$ cat config.mk
export PLATFORM = sky130hd
export DESIGN_NAME = pipe_divider
export DESIGN_NICKNAME = d
export VERILOG_FILES = /design/src/rtl/pipe_divider.sv
export SDC_FILE = /design/constraint.sdc
export NUM_CORES = 1
export LEC_CHECK = 0
export ABC_AREA = 1
export ABC_CLOCK_PERIOD_IN_PS = 2500
export BUFFER_PORTS_ARGS = -buffer_cell sky130_fd_sc_hd__buf_2
export CORE_MARGIN = 4
export CORE_UTILIZATION = 55
export DETAILED_ROUTE_END_ITERATION = 8
export GPL_TIMING_DRIVEN = 1
export PLACE_DENSITY = 0.72
export SYNTH_ARGS = -nofsm -noshare
export SYNTH_HDL_FRONTEND = slang
export SYNTH_SLANG_ARGS = --single-unit
$ cat constraint.sdc
create_clock -name clk -period 2.5 [get_ports clk]
set_clock_uncertainty 0.15 [all_clocks]
set_input_delay 0.625 -clock clk [delete_from_list [all_inputs] [get_ports clk]]
set_output_delay 0.625 -clock clk [all_outputs]
set_load 0.03 [all_outputs]
$ cat src/rtl/pipe_divider.sv
`default_nettype none
// ============================================================================
//  Module      : pipe_divider
//  Description : 8-stage pipelined unsigned restoring divider.
//                16-bit dividend / 8-bit divisor -> 8-bit quotient and
//                8-bit remainder, one quotient bit per stage, MSB first.
//                One operation accepted per clock, results in issue order.
//                Optional macro PIPE_DIV_ZERO_FLAG_EN adds a div_zero output.
//  Revision    : 1.0 - initial release
// ============================================================================
module pipe_divider #(
    parameter int STAGES = 8
) (
    input  logic        clk,
    input  logic        rst_n,
    input  logic        in_valid,
    input  logic [15:0] din1,
    input  logic [7:0]  din2,
    output logic        out_valid,
    output logic [7:0]  quotient,
    output logic [7:0]  remainder,
`ifdef PIPE_DIV_ZERO_FLAG_EN
    output logic        div_zero,
`endif
    output logic        overflow
);

    localparam int c_QW = 8;

    // The quotient is resolved one bit per stage, so the depth is locked to
    // the quotient width.
    if (STAGES != c_QW) begin : g_bad_stages
        $error("pipe_divider: STAGES must be 8");
    end

    // Per-stage operand bundle entering step i (index 0 = input register).
    // The partial remainder is held as 8 bits: its 9th bit is always 0 for a
    // non-overflowing operation, so any carry out is folded into the ovf flag.
    logic       w_vld [0:STAGES-1];
    logic [7:0] w_rem [0:STAGES-1];
    logic [7:0] w_low [0:STAGES-1];
    logic [7:0] w_div [0:STAGES-1];
    logic [7:0] w_q   [0:STAGES-1];
    logic       w_ovf [0:STAGES-1];
`ifdef PIPE_DIV_ZERO_FLAG_EN
    logic       w_dz  [0:STAGES-1];
    logic       r_in_dz;
    logic       r_dz_out;
`endif

    logic       r_in_vld;
    logic [7:0] r_in_rem;
    logic [7:0] r_in_low;
    logic [7:0] r_in_div;
    logic       r_in_ovf;

    logic       r_out_vld;
    logic [7:0] r_quot;
    logic [7:0] r_rem_out;
    logic       r_ovf_out;

    // Input stage: capture operands and flag overflow (also catches din2 == 0).
    always_ff @(posedge clk or negedge rst_n) begin
        if (!rst_n) begin
            r_in_vld <= 1'b0;
            r_in_rem <= '0;
            r_in_low <= '0;
            r_in_div <= '0;
            r_in_ovf <= 1'b0;
`ifdef PIPE_DIV_ZERO_FLAG_EN
            r_in_dz  <= 1'b0;
`endif
        end else begin
            r_in_vld <= in_valid;
            if (in_valid) begin
                r_in_rem <= din1[15:8];
                r_in_low <= din1[7:0];
                r_in_div <= din2;
                r_in_ovf <= (din1[15:8] >= din2);
`ifdef PIPE_DIV_ZERO_FLAG_EN
                r_in_dz  <= (din2 == 8'd0);
`endif
            end
        end
    end

    assign w_vld[0] = r_in_vld;
    assign w_rem[0] = r_in_rem;
    assign w_low[0] = r_in_low;
    assign w_div[0] = r_in_div;
    assign w_q[0]   = '0;
    assign w_ovf[0] = r_in_ovf;
`ifdef PIPE_DIV_ZERO_FLAG_EN
    assign w_dz[0]  = r_in_dz;
`endif

    for (genvar i = 0; i < STAGES; i++) begin : g_stage
        logic [8:0] w_shift;
        logic       w_ge;
        logic [8:0] w_rem_nxt;
        logic [7:0] w_q_nxt;
        logic       w_ovf_nxt;

        // Restoring step: bring down the next dividend bit, subtract if it fits.
        assign w_shift   = {w_rem[i], w_low[i][STAGES-1-i]};
        assign w_ge      = (w_shift >= {1'b0, w_div[i]});
        assign w_rem_nxt = w_ge ? (w_shift - {1'b0, w_div[i]}) : w_shift;
        assign w_ovf_nxt = w_ovf[i] | w_rem_nxt[8];

        // Set this stage's quotient bit in place; other bits pass through.
        always_comb begin
            w_q_nxt                = w_q[i];
            w_q_nxt[STAGES-1-i]    = w_ge;
        end

        if (i < STAGES - 1) begin : g_mid
            logic       r_vld;
            logic [7:0] r_rem;
            logic [7:0] r_low;
            logic [7:0] r_div;
            logic [7:0] r_q;
            logic       r_ovf;
`ifdef PIPE_DIV_ZERO_FLAG_EN
            logic       r_dz;
`endif

            // Stage register: data loads only behind a valid operation.
            always_ff @(posedge clk or negedge rst_n) begin
                if (!rst_n) begin
                    r_vld <= 1'b0;
                    r_rem <= '0;
                    r_low <= '0;
                    r_div <= '0;
                    r_q   <= '0;
                    r_ovf <= 1'b0;
`ifdef PIPE_DIV_ZERO_FLAG_EN
                    r_dz  <= 1'b0;
`endif
                end else begin
                    r_vld <= w_vld[i];
                    if (w_vld[i]) begin
                        r_rem <= w_rem_nxt[7:0];
                        r_low <= w_low[i];
                        r_div <= w_div[i];
                        r_q   <= w_q_nxt;
                        r_ovf <= w_ovf_nxt;
`ifdef PIPE_DIV_ZERO_FLAG_EN
                        r_dz  <= w_dz[i];
`endif
                    end
                end
            end

            assign w_vld[i+1] = r_vld;
            assign w_rem[i+1] = r_rem;
            assign w_low[i+1] = r_low;
            assign w_div[i+1] = r_div;
            assign w_q[i+1]   = r_q;
            assign w_ovf[i+1] = r_ovf;
`ifdef PIPE_DIV_ZERO_FLAG_EN
            assign w_dz[i+1]  = r_dz;
`endif
        end else begin : g_last
            // Output register: overflowed operations report all-ones results;
            // outputs hold the last result across bubbles.
            always_ff @(posedge clk or negedge rst_n) begin
                if (!rst_n) begin
                    r_out_vld <= 1'b0;
                    r_quot    <= '0;
                    r_rem_out <= '0;
                    r_ovf_out <= 1'b0;
`ifdef PIPE_DIV_ZERO_FLAG_EN
                    r_dz_out  <= 1'b0;
`endif
                end else begin
                    r_out_vld <= w_vld[i];
                    if (w_vld[i]) begin
                        r_quot    <= w_ovf_nxt ? 8'hFF : w_q_nxt;
                        r_rem_out <= w_ovf_nxt ? 8'hFF : w_rem_nxt[7:0];
                        r_ovf_out <= w_ovf_nxt;
`ifdef PIPE_DIV_ZERO_FLAG_EN
                        r_dz_out  <= w_dz[i];
`endif
                    end
                end
            end
        end
    end

    assign out_valid = r_out_vld;
    assign quotient  = r_quot;
    assign remainder = r_rem_out;
    assign overflow  = r_ovf_out;
`ifdef PIPE_DIV_ZERO_FLAG_EN
    assign div_zero  = r_dz_out;
`endif

endmodule
`default_nettype wire

# Word-level counts from Yosys, hierarchy flattened
# Cells that the tools add are included.
# W data, S select, Z words.
# op_classes
n_mux,10
n_addsub,8
bitwise,8
n_lt_le_gt_ge,9
# op_table
op,n
$ge A9 B8 Y1,8
$mux W9,8
$sub A9 B8 Y9,8
$mux W8,2
$ge A8 B8 Y1,1
$or A1 B1 Y1,8
# totals
out_inout_bits,18
word_cells,86
input_bits,27
regBits,226

# Logic depth before layout (Yosys ltp)
# depth
ltp_word,4
ltp_mapped,14
mapped_depth_nobuf,14

# Worst setup path before layout
# No wires, ideal clock.
# synth_timing
path_kind,register to register
start,register g_stage[6].g_mid.r_low[0]
end,"register r_quot[1], in the netlist quotient[1]"
synth_period_minus_slack_ns,2.020
t_required_ns,2.229
path_stages_with_launch,15
arrival_ns,1.750
n_path_buf,0
path_slack_ns,0.480
cell_sequence,dfrtp_1 > inv_1 > ha_1 > inv_1 > fa_1 > nand3_1 > nand3_1 > nand2_1 > nand2_1 > nand2_1 > nand2_2 > nand2_4 > nand2_4 > nand2_4 > nand2_1
# synth_via
elab_chain_cells,4
# synth_rtl
item,line_no,source
"start, declared",119,logic [7:0] r_low;
"start signal, assigned",143,r_low <= w_low[i];
$sub A9 B8 Y9 or $ge A9 B8 Y1 (tied branches),"107, 106",
$mux W9 *,107,"assign w_rem_nxt = w_ge ? (w_shift - {1'b0, w_div[i]}) : w_shift;"
$or A1 B1 Y1 *,108,assign w_ovf_nxt = w_ovf[i] | w_rem_nxt[8];
$mux W8 *,178,r_quot <= w_ovf_nxt ? 8'hFF : w_q_nxt;
"end signal, assigned",178,
"end, declared",58,logic [7:0] r_quot;
# Every way passes the cells marked *; elsewhere a longest branch is shown, timed or not.
# A chain may end at the register's enable or synchronous reset.

# Worst setup path in the final report
# layout_timing
start,register g_stage[6].g_mid.r_low[0]
end,"register r_quot[4], in the netlist quotient[4]"
# The elaborated chain is that of the path after synthesis.

==> flow_summary.ini <==
[yosys]
synth_seq_cells = 226
yosysUniqueCellTypes = 37
synth_edf_count = 0
synth_top_area_share_pct = 43.8
synthFlopType = dfrtp_1
synth_top_area_cell = dfrtp_1
syn_avg_cell_area_um2 = 7.66
synthTopCellsByArea = dfrtp_1 44%, nand2_1 17%, ha_1 7.0%, inv_1 6.6%, nand3_1 5.4%
netlist_instances = 1686
synth_warnings = 0
syn-num-nets = 1793
synth-seq-area-share_pct = 43.8
postSynth.asyncResetShare_pct = 100
synth.cell_area_mm2 = 0.0129

[sta]
fmax_mhz = 447
rsz0062_at_grt = false
max-slew-margin-rel_pct = 36.0
tns_ps = 0
whs_ps = 165
final_hold_viol_count = 0
tightestPinTransition_ps = 960
drv_slew = 0
final.period_utilization_pct = 89.5
layout_setup_ws_ps = 264
setup_viol = 0
post-route-min-period_ps = 2240

[cts]
cts_max_level = 1
clk_latency_ps = 520
tritoncts = yes
clkSinkCount = 226
clkTransAtPathRegs_ps = 60
post_cts_buffers = 0
cts.path.max_buffers = 3
root_buffer = clkbuf_16
numCtsBuffers = 25

[floorplanning]
fp.dieW_um = 161
ios = 45
rows = 55
initial_core_util_pct = 56.5
die_area_mm2 = 0.0260
core_mm2 = 0.0228
fp.dieH_um = 161

[setup_path]
crit_path_end_kind = flip-flop
timing.rr.end = quotient[4]
crit_path_cell_trace = inv_1 > ha_1 > inv_1 > fa_1 > nand3_1 > nand3_1 > nand2_1 > nand2_1 > nand2_1 > nand2_2 > nand2_4 > nand2_4 > nand2_4 > nand2_1
worst_ep_arrival_time_ps = 2480
critPathKind = flip-flop to flip-flop
required_ps = 2750
start_kind = flip-flop
path_common_cell = nand2_1
rrSetupSlack_ps = 260
timing.rr.start = g_stage[6].g_mid.r_low[0]
rr_worst_depth = 14
cpMaxStageDelayCell = fa_1
cp_max_fo = 7
critPathMaxStageDelay_ps = 430
crit_buf_inv = 2
cp_top_family = simple AND/OR/NAND/NOR gates

[placed_design]
dp_hpwl_um = 21300
dpl-instance-area_mm2 = 0.0135
portBuffers = 44
gp_congestion = 0.873
dp_slack_ps = 269

[pwr]
p_comb_share_pct = 46.4
p_per_area_mw_per_mm2 = 1180
p_clk_share_pct = 22.6
finalPower_mw = 17.0
switching_share_pct = 42.3
p_int_mw = 9.79
power_leakage_nw = 7.56
irDropWorstVdd_v = 0.000518
p_seq_share_pct = 31.0
p_switching_mw = 7.18

[global_routing]
antenna_found_initial = 0
grt_overflow = 0
grt_pass1_vias = 10600
grt_max_degree = 62
grt_usage_pct = 22.2
grt_pass1_wl_um = 49000

[detailed_routing]
wl_per_cell_um = 13.8
via_per_inst = 5.13
wl_um = 28300
num_vias = 10600
drtIter0Drc = 816
ant_nets = 0
dr.pass1.iters = 5
drc = 0

[layout]
diodes = 0
layout-drive-gt1-share_pct = 8.95
final_area_mm2 = 0.0143
final_nets = 1831
area_growth_pct = 11.0

[run_status]
outcome = finished clean

[job]
drv_cap = 0

[hold_path]
min_to = r_in_low[3]
hp-class = input port to flip-flop
hold_depth = 3
worstHoldStart = din1[3]
per-layer routing:
layer / track usage [%] / vias to the layer above / share of wire [%]
met5: 0 / - / 0
met4: 4.96 / 0 / 2.0
met3: 3.09 / 47 / 2.6
met2: 40.0 / 143 / 50
met1: 28.7 / 4974 / 45
li1: - / 5391 / -
synthesized netlist by cell type, drive strengths merged (7+ instances only):
| cell | n |
|---|---|
| fa | 8 |
| nor2 | 89 |
| clkbuf | 34 |
| ha | 72 |
| nand4 | 9 |
| nand3 | 141 |
| o21bai | 7 |
| inv | 229 |
| o21ai | 143 |
| nor3 | 7 |
| xor2 | 15 |
| nand3b | 14 |
| buf | 13 |
| xnor2 | 13 |
| a21oi | 43 |
| dfrtp | 226 |
| nand2 | 615 |
worst min-delay path, cell delays in order:
cell and delay (ps):
buf_2 70, nand2_1 40, o21ai_0 60
timing repair:
| item | 4_1_cts | 5_1_grt |
|---|---|---|
| hold endpoints to repair | 57 | 0 |
| hold buffers | 1 | 0 |
| endpoints found under the setup margin | 0 | 1 |
| resized for setup | 0 | 1 |
cell families (layout without fill, tap and decap cells):
kind of cell    count (synthesis)  in the layout  synth area share, %
compound gates                198            198                 8.29
xor+xnor                       28             28                 1.90
fa+ha+maj                      80             80                 8.22
buf+inv                       276            333                 8.29
flops                         226            226                 43.8
simple gates                  878            878                 29.5
layout by cell type, fill, tap and decap left out, types with 2 or more instances in the layout:
cell type and count:
xor2_1 15, nand3_4 3, dfrtp_1 226, ha_1 72, o21ai_1 17, clkbuf_8 3, o21ai_0 119, nand2_1 581
bufinv_16 4, nor2_2 4, nand2_8 2, xnor2_1 13, buf_12 3, nand4_1 8, nand3b_1 14, nor2_1 84
nand2_4 9, o21bai_1 7, o21ai_2 7, a21oi_4 2, buf_4 10, a31oi_1 4, buf_2 43, and2_1 2
fa_1 8, inv_1 228, nand3_1 138, clkinv_2 8, a21oi_1 40, nand2_2 23, nor3_1 5, clkbuf_1 3
clkbuf_16 25
stage by stage:
stage,utilization [%],std cells
final,62.7,2056
after global routing,62.7,2056
after global placement,58.9,2009
after detailed placement,58.9,2009
after floorplan,-,1686
after CTS,62.7,2056
final cells by class:
cell class,instances,area (um2)
Clock buffer,31,678
Clock inverter,15,185
Fill cell,2099,8520
Inverter,229,860
Multi-Input combinational cell,1184,6180
Sequential cell,226,5660
Tap cell,313,392
Timing Repair Buffer,58,375
power by group through the flow:
stage               Sequential (mW)  Clock [mW]  Combinational (mW)
finish                         5.26        3.83                7.87
global route                   5.37        4.07                9.12
CTS                            5.27        3.92                7.89
detailed placement             5.32           0                7.83
global placement               5.31           0                7.70
floorplan                      5.15           0                6.32
worst max-delay path by stage:
stage          slack [ps]  cells after the start                       from                         to
2_1_floorplan         480                     14  g_stage[6].g_mid.r_low[0]                quotient[1]
3_3_place_gp          340                     10  g_stage[4].g_mid.r_div[0]  g_stage[5].g_mid.r_rem[6]
3_5_place_dp          270                     10                r_in_low[7]     g_stage[0].g_mid.r_ovf
4_1_cts               190                      9                r_in_div[0]     g_stage[0].g_mid.r_ovf
5_1_grt                70                     14  g_stage[6].g_mid.r_low[0]               remainder[7]
6_report              260                     14  g_stage[6].g_mid.r_low[0]                quotient[4]
sequential cells by signal, indices dropped and copies added (netlist names):
| signal | cells |
|---|---|
| g_stage.g_mid.r_div | 56 |
| remainder | 8 |
| out_valid | 1 |
| r_in_rem | 8 |
| g_stage.g_mid.r_ovf | 7 |
| r_in_low | 8 |
| r_in_vld | 1 |
| g_stage.g_mid.r_rem | 56 |
| g_stage.g_mid.r_low | 28 |
| quotient | 8 |
| r_in_ovf | 1 |
| g_stage.g_mid.r_q | 28 |
| r_in_div | 8 |
| g_stage.g_mid.r_vld | 7 |
| overflow | 1 |
Power figures use the tool's default switching activity.
